$ cat config.mk
export PLATFORM = sky130hd
export DESIGN_NAME = shift_seq_ctrl
export DESIGN_NICKNAME = d
export VERILOG_FILES = /design/src/rtl/shift_seq_ctrl.sv
export SDC_FILE = /design/constraint.sdc
export NUM_CORES = 1
export LEC_CHECK = 0
export ABC_AREA = 1
export BUFFER_PORTS_ARGS = -buffer_cell sky130_fd_sc_hd__buf_2
export CORE_UTILIZATION = 45
export CTS_BUF_LIST = sky130_fd_sc_hd__clkbuf_8
export CTS_CLUSTER_SIZE = 14
export DETAILED_ROUTE_END_ITERATION = 12
export PLACE_DENSITY = 0.82
export SLEW_MARGIN = 20
export SYNTH_ARGS = -nofsm -noshare
export SYNTH_HDL_FRONTEND = slang
export SYNTH_SLANG_ARGS = --single-unit
$ cat constraint.sdc
create_clock -name clk -period 1.4 [get_ports clk]
set_input_delay 0 -clock clk [delete_from_list [all_inputs] [get_ports clk]]
set_output_delay 0 -clock clk [all_outputs]
set_load 0.05 [all_outputs]
$ cat src/rtl/shift_seq_ctrl.sv
// Command-driven sequencer for a bidirectional shift register: accepts
// (dir, len, data) over valid/ready and drives en/dir/d for len cycles.
//
// state | meaning
// IDLE  | ready for a command, register untouched
// SHIFT | one register shift per cycle, serial bit from data_q[0]
// DONE  | one-cycle completion pulse, then back to IDLE
module shift_seq_ctrl #(
  parameter int MSB = 4,
  parameter int CW  = 3
) (
  input  logic           clk,
  input  logic           rstn,
  input  logic           cmd_valid,
  output logic           cmd_ready,
  input  logic           cmd_dir,
  input  logic [CW-1:0]  cmd_len,
  input  logic [MSB-1:0] cmd_data,
  input  logic           abort,
  output logic           sr_en,
  output logic           sr_dir,
  output logic           sr_d,
  output logic           busy,
  output logic           done,
  output logic [CW-1:0]  shifted
);

  typedef enum logic [1:0] {
    IDLE  = 2'd0,
    SHIFT = 2'd1,
    DONE  = 2'd2
  } state_t;

  state_t         state, state_nxt;
  logic           dir_q;
  logic [MSB-1:0] data_q;
  logic [CW-1:0]  rem_q;
  logic [CW-1:0]  shifted_q;
  logic           accept;

  // Outputs decode from state and latched command only; accept is internal.
  always_comb begin
    state_nxt = state;
    cmd_ready = 1'b0;
    sr_en     = 1'b0;
    sr_dir    = 1'b0;
    sr_d      = 1'b0;
    done      = 1'b0;
    accept    = 1'b0;
    case (state)
      IDLE: begin
        cmd_ready = 1'b1;
        if (cmd_valid) begin
          accept    = 1'b1;
          state_nxt = (cmd_len == '0) ? DONE : SHIFT;
        end
      end
      SHIFT: begin
        sr_en  = 1'b1;
        sr_dir = dir_q;
        sr_d   = data_q[0];
        if ((rem_q == CW'(1)) || abort) state_nxt = DONE;
      end
      DONE: begin
        done      = 1'b1;
        state_nxt = IDLE;
      end
      default: state_nxt = IDLE;
    endcase
  end

  assign busy    = (state != IDLE);
  assign shifted = shifted_q;

  always_ff @(posedge clk) begin
    if (!rstn) begin
      state     <= IDLE;
      dir_q     <= 1'b0;
      data_q    <= '0;
      rem_q     <= '0;
      shifted_q <= '0;
    end else begin
      state <= state_nxt;
      if (accept) begin
        dir_q     <= cmd_dir;
        data_q    <= cmd_data;
        rem_q     <= cmd_len;
        shifted_q <= '0;
      end else if (state == SHIFT) begin
        // Zero fill makes bits beyond cmd_data[MSB-1] shift in as 0.
        data_q    <= {1'b0, data_q[MSB-1:1]};
        rem_q     <= rem_q - CW'(1);
        shifted_q <= shifted_q + CW'(1);
      end
    end
  end

endmodule
==> results of run 1 <==
==> power groups by stage <==
stage,clock (mW),sequential (mW),combinational (mW)
floorplan,0,0.429,0.186
global placement,0,0.430,0.238
detailed placement,0,0.432,0.240
CTS,0.330,0.424,0.242
global route,0.352,0.428,0.269
finish,0.322,0.424,0.240
==> routing by layer <==
metal / vias up / track usage / share of wire
met5: - / 0 / 0
met4: 0 / 0.07742 / 0.012
met1: 306 / 0.2452 / 0.45
met2: 21 / 0.2750 / 0.48
li1: 361 / - / -
met3: 2 / 0.04783 / 0.058
==> placed cells by master (no fill, tap or decap) <==
cell      instances
nand2_1          26
buf_2            20
inv_1            14
nand3_1          13
dfxtp_1          13
nor2_1            7
a21oi_1           7
inv_2             3
and2_1            3
ha_1              3
clkbuf_8          3
nor2_4            2
o21ai_0           2
nand3b_1          2
nand2_2           1
o21ai_2           1
nand2_4           1
xor2_1            1
o21ai_1           1
==> cells by family after synthesis <==
logic type / count (synthesis)
compound gates: 11
xor+xnor: 1
fa+ha+maj: 3
buf+inv: 18
flops: 13
simple gates: 55
==> flip-flops by register name, summed over array words and instances (netlist names) <==
name     cells
state        2
dir_q        1
rem_q        3
data_q       4
shifted      3
==> stage by stage <==
step	utilization	hold WS [ns]	TNS, ns	power, mW	instance area [um2]
final	0.6236	0.0001705	0	0.9856	852.1
after global routing	0.6236	0.02560	0	1.048	852.1
after CTS	0.6236	0.002838	0	0.9966	852.1
after detailed placement	0.5907	0.2567	0	0.6721	807.0
after global placement	0.5907	0.2562	0	0.6674	807.0
after floorplan	-	0.09763	-0.1477	0.6158	700.7
==> final cells by class <==
type | count | area (um2)
inverters | 16 | 60.06
clock buffers | 3 | 41.29
flip-flops and latches | 13 | 260.3
fillers | 144 | 514.2
clock inverters | 1 | 3.754
well taps | 15 | 18.77
repair buffers | 20 | 100.1
multi-input cells | 70 | 367.9
==> worst register-to-register path, stage by stage, from the launching register on <==
cell and delay [ns]:
dfxtp_1 0.51, inv_2 0.10, nor2_4 0.18, nand2_1 0.10, o21ai_0 0.08, nor2_1 0.05
==> worst max-delay path by stage <==
stage	end	startpoint	depth (start not counted)	slack, ns
CTS	sr_en	state[0]$_SDFFE_PN0P_	3	0.05
finish	sr_en	state[0]$_SDFFE_PN0P_	3	0.07
floorplan	state[1]$_SDFFE_PN0P_	state[0]$_SDFFE_PN0P_	5	-0.15
global route	sr_en	state[0]$_SDFFE_PN0P_	3	0.001
detailed placement	state[1]$_SDFFE_PN0P_	state[0]$_SDFFE_PN0P_	5	0.29
global placement	state[1]$_SDFFE_PN0P_	state[0]$_SDFFE_PN0P_	5	0.33
==> flow_summary.ini, run 1 <==
[global_route]
grt_pass1_wl_mm = 2.442
grtUsageTotal = 0.1824
grt-ovfl-total = 0
grt_pass1_vias = 572
grt_max_degree = 10
antenna_found_initial = 0

[floorplanning]
rows = 13
ios = 21
floorplan.initialDensity = 0.5128
core_um2 = 1366
die_h_um = 41.46
die_area_um2 = 1719
die_width_um = 41.46

[timing]
hold_viol_final = 0
fin_crit_ns = 1.325
tightest_slew_ns = 0.3305
slew_viol_final = 0
setup_viol = 0
maxSlewHeadroom = 0.7794
fmax_mhz = 754.6
rsz0062_at_grt = no
worst_slack_ns = 0.07481
fin_crit_sh = 0.9466
clock_skew_ns = 0.003006

[critical_path]
crit_buf_inv = 2
crit_family = flip-flops
crit_fanout = 8
reg2reg_depth = 5
required_ns = 1.40
critPathSlowestCell = dfxtp_1
worstPathArrival_ns = 1.33
reg2reg_to = state[1]$_SDFFE_PN0P_
slowest_delay_ns = 0.51
cp-end-kind = output pin
cp-start-kind = flop
cp_cell_sequence = inv_2 > nor2_4 > buf_2
r2r_setup_slack_ns = 0.28
critPathKind = flop to output pin
worst_r2r_startpoint = state[0]$_SDFFE_PN0P_

[yosys]
postSynthCellCount = 101
yosysTopAreaCell = dfxtp_1
ys_top_cells_by_area = dfxtp_1, nand2_1, nand3_1
synth_top_area_share = 0.3714
ys_seq_elements = 13
synthTopCellsByCount = nand2_1, dfxtp_1, inv_1, nand3_1
synth_xor_area_frac = 0.01250
synthSimpleGateAreaFrac = 0.3750
ys_warn_count = 0
async_flop_share = 0
yosysMostFrequentCell = nand2_1
synthFlopType = dfxtp_1
synth.avg_cell_area_um2 = 6.937
synth_compound_area_frac = 0.08393
synth.distinct_cells = 19
muxShareOfSynthArea = 0
synth_area_um2 = 700.7
synth_edf_count = 0
synthAdderAreaFrac = 0.05357
synth_seq_area_share = 0.3714
syn_nets = 116
synth_top_family_by_area = simple AND/OR/NAND/NOR gates

[clock_tree]
cts-root-buf = clkbuf_8
holdBufCountCts = 0
post_cts_buffers = 0
clk_pin_slew_worst_paths_ns = 0.06
numCtsBuffers = 3
clock_latency_ns = 0.24
cts_resized = 0
clock_path_buffers = 2
cts_max_level = 1
tritoncts = built
cts.sinks = 13

[placed_design]
port_buffers = 20
place_hpwl_mm = 1.090
place_ws_ns = 0.2860
gp_congestion = 0.8313
dp_cells = 134

[flow_run]
cap_violations = 0

[route]
ant_nets = 0
post-route-drc-count = 0
routedWlPerCell_um = 10.33
initialDrtViolationCount = 26
via_count = 690
wl_mm = 1.425
drt_first_pass_iters = 4
viasPerCell = 5.000

[worst_hold_path]
holdPathEnd = data_q[3]$_SDFFE_PN0P_
hold_class = input pin to flop
hold_start = cmd_data[3]
hold_depth = 3

[power_and_ir_drop]
power_frac_comb = 0.244
intPower_uw = 670.6
seq_power_share = 0.430
switching_share = 0.3196
switchingPower_uw = 315.0
power_density_nw_per_um2 = 1157
peakVddDrop_mv = 0.5378
leakagePower_nw = 0.4379
p_clk_frac = 0.326

[final_layout]
drive_above_1_share = 0.2520
fin_cells = 138
fin_nets = 139
diodes = 0
area_growth_pct = 21.61

[outcome]
outcome = complete, no violations
Power figures use the tool's default switching activity.
==> inputs of run 2 (changes only) <==
--- a/config.mk
+++ b/config.mk
@@ -5,13 +5,12 @@
 export SDC_FILE = /design/constraint.sdc
 export NUM_CORES = 1
 export LEC_CHECK = 0
-export ABC_AREA = 1
 export BUFFER_PORTS_ARGS = -buffer_cell sky130_fd_sc_hd__buf_2
 export CORE_UTILIZATION = 45
 export CTS_BUF_LIST = sky130_fd_sc_hd__clkbuf_8
 export CTS_CLUSTER_SIZE = 14
 export DETAILED_ROUTE_END_ITERATION = 12
-export PLACE_DENSITY = 0.82
+export PLACE_DENSITY = 0.83
 export SLEW_MARGIN = 20
 export SYNTH_ARGS = -nofsm -noshare
 export SYNTH_HDL_FRONTEND = slang
==> run 2 against run 1 <==
Fmax rose by 2.1%. Sequential cell count unchanged. Clock power hardly changed. Non-clock buffer count increased by 4. Core utilization grew 0.66 points. Synthesized cell count is 21% lower.
==> flow_summary.ini, run 2 <==
[route]
viasPerCell = 5.398
ant_nets = 0
via_count = 637
routedWlPerCell_um = 12.58
wl_mm = 1.485
initialDrtViolationCount = 15
drt_first_pass_iters = 4
post-route-drc-count = 0

[yosys]
synth.avg_cell_area_um2 = 8.493
yosysMostFrequentCell = dfxtp_1
syn_nets = 95
yosysTopAreaCell = dfxtp_1
synthTopCellsByCount = dfxtp_1, nand2_1, nor2_1
ys_top_cells_by_area = dfxtp_1, ha_1, nand2_1
synthFlopType = dfxtp_1
synth_edf_count = 0
synth_top_area_share = 0.3831
ys_warn_count = 0
async_flop_share = 0
ys_seq_elements = 13
synth_seq_area_share = 0.3831
postSynthCellCount = 80
synth.distinct_cells = 31
synth_area_um2 = 679.4

[power_and_ir_drop]
peakVddDrop_mv = 0.5921
power_density_nw_per_um2 = 1166
leakagePower_nw = 0.3768
intPower_uw = 689.5
seq_power_share = 0.432
switchingPower_uw = 302.9
power_frac_comb = 0.243
finalPower_uw = 992.3
switching_share = 0.3052
p_clk_frac = 0.324

[clock_tree]
clock_path_buffers = 2
tritoncts = built
cts.sinks = 13
cts-root-buf = clkbuf_8
cts_max_level = 1
numCtsBuffers = 3
clk_pin_slew_worst_paths_ns = 0.05
clock_latency_ns = 0.24

[critical_path]
cp-end-kind = output pin
required_ns = 1.40
worstPathArrival_ns = 1.30
reg2reg_depth = 3
critPathKind = flop to output pin
crit_fanout = 12
cp-start-kind = flop

[timing]
worst_slack_ns = 0.1021
slew_viol_final = 0
setup_viol = 0
hold_viol_final = 0
fin_crit_ns = 1.298
clock_skew_ns = 0.003558
maxSlewHeadroom = 0.7588
rsz0062_at_grt = no
tightest_slew_ns = 0.3590
fin_crit_sh = 0.9271
holdWs_ns = 0.01530
fmax_mhz = 770.5

[final_layout]
area_growth_pct = 25.23
final_area_um2 = 850.8
final_common_cell = buf_2
diodes = 0
largest_reg_flops = 4
final_util = 0.6302
top_register = data_q
drive_above_1_share = 0.3398
final_cell_mix = buf_2, dfxtp_1, nand2_1
fin_nets = 119
fillers = 122

[placed_design]
gp_congestion = 0.7937
port_buffers = 20
dpl_cell_area_um2 = 782.0
place_ws_ns = 0.1372

[floorplanning]
floorplan.initialDensity = 0.5032
die_width_um = 40.86
die_area_um2 = 1669
rows = 13
die_h_um = 40.86
core_um2 = 1350
ios = 21

[worst_hold_path]
hold_depth = 3
hold_class = input pin to flop

[flow_run]
cap_violations = 0

[outcome]
outcome = complete, no violations

[global_route]
grt_pass1_wl_mm = 2.042
grt-ovfl-total = 0
grtUsageTotal = 0.1897
grt_max_degree = 13
grt_pass1_vias = 468
antenna_found_initial = 0
## run 2: layout make-up
type	instances	area [um2]	share of cell area
multi-input cells	57	364.1	0.4279
flip-flops and latches	13	265.3	0.3118
repair buffers	24	135.1	0.1588
clock buffers	3	41.29	0.04853
inverters	5	22.52	0.02647
well taps	15	18.77	0.02206
clock inverters	1	3.754	0.004412
## run 2: power groups by stage
| stage | Sequential, mW | Clock (mW) | Combinational [mW] |
|---|---|---|---|
| after floorplan | 0.433 | 0 | 0.185 |
| after global placement | 0.435 | 0 | 0.228 |
| after detailed placement | 0.436 | 0 | 0.230 |
| after CTS | 0.429 | 0.331 | 0.234 |
| after global routing | 0.434 | 0.345 | 0.264 |
| final | 0.429 | 0.322 | 0.241 |
## run 2: through the flow
step	instances	TNS [ns]
after CTS	116	0
final	118	0
after global routing	118	0
after floorplan	80	-0.02000
after global placement	112	0
after detailed placement	112	0
## run 2: path summary, 6_finish.rpt
kind / slack [ns] / start / to
worst max-delay path: 0.10 / state[1]$_SDFFE_PN0P_ / sr_d
worst min-delay path: 0.02 / cmd_dir / dir_q$_SDFFE_PN0P_
worst max register to register: 0.14 / state[1]$_SDFFE_PN0P_ / data_q[1]$_SDFFE_PN0P_
worst min register to register: 0.47 / dir_q$_SDFFE_PN0P_ / dir_q$_SDFFE_PN0P_
## run 2: routing by layer
metal / share of wire / global-route usage / vias to the layer above
met1: 0.47 / 0.2410 / 293
met2: 0.47 / 0.3008 / 20
met4: 0 / 0.05000 / 0
met3: 0.063 / 0.06522 / 0
met5: 0 / 0 / -
li1: - / - / 324
## run 2: worst max-delay path, stage by stage, from the launching register on
cell and delay [ns]:
dfxtp_4 0.37, nand2b_1 0.20, inv_2 0.15, and2_1 0.14, buf_4 0.19
## run 2: logic make-up after synthesis
group	count (synthesis)	share of synthesized area
AND/OR/NAND/NOR	33	0.2615
adder cells (fa/ha/maj)	3	0.05525
AO/OA/AOI/OAI	19	0.1934
flip-flops	13	0.3831
buffers and inverters	10	0.08101
XOR/XNOR	2	0.02579
## run 2: repair_timing
item	4_1_cts	5_1_grt
endpoints found under the setup margin	2	2
hold buffers	0	0
setup buffers	0	2
resized for setup	2	2
pin swaps	0	0
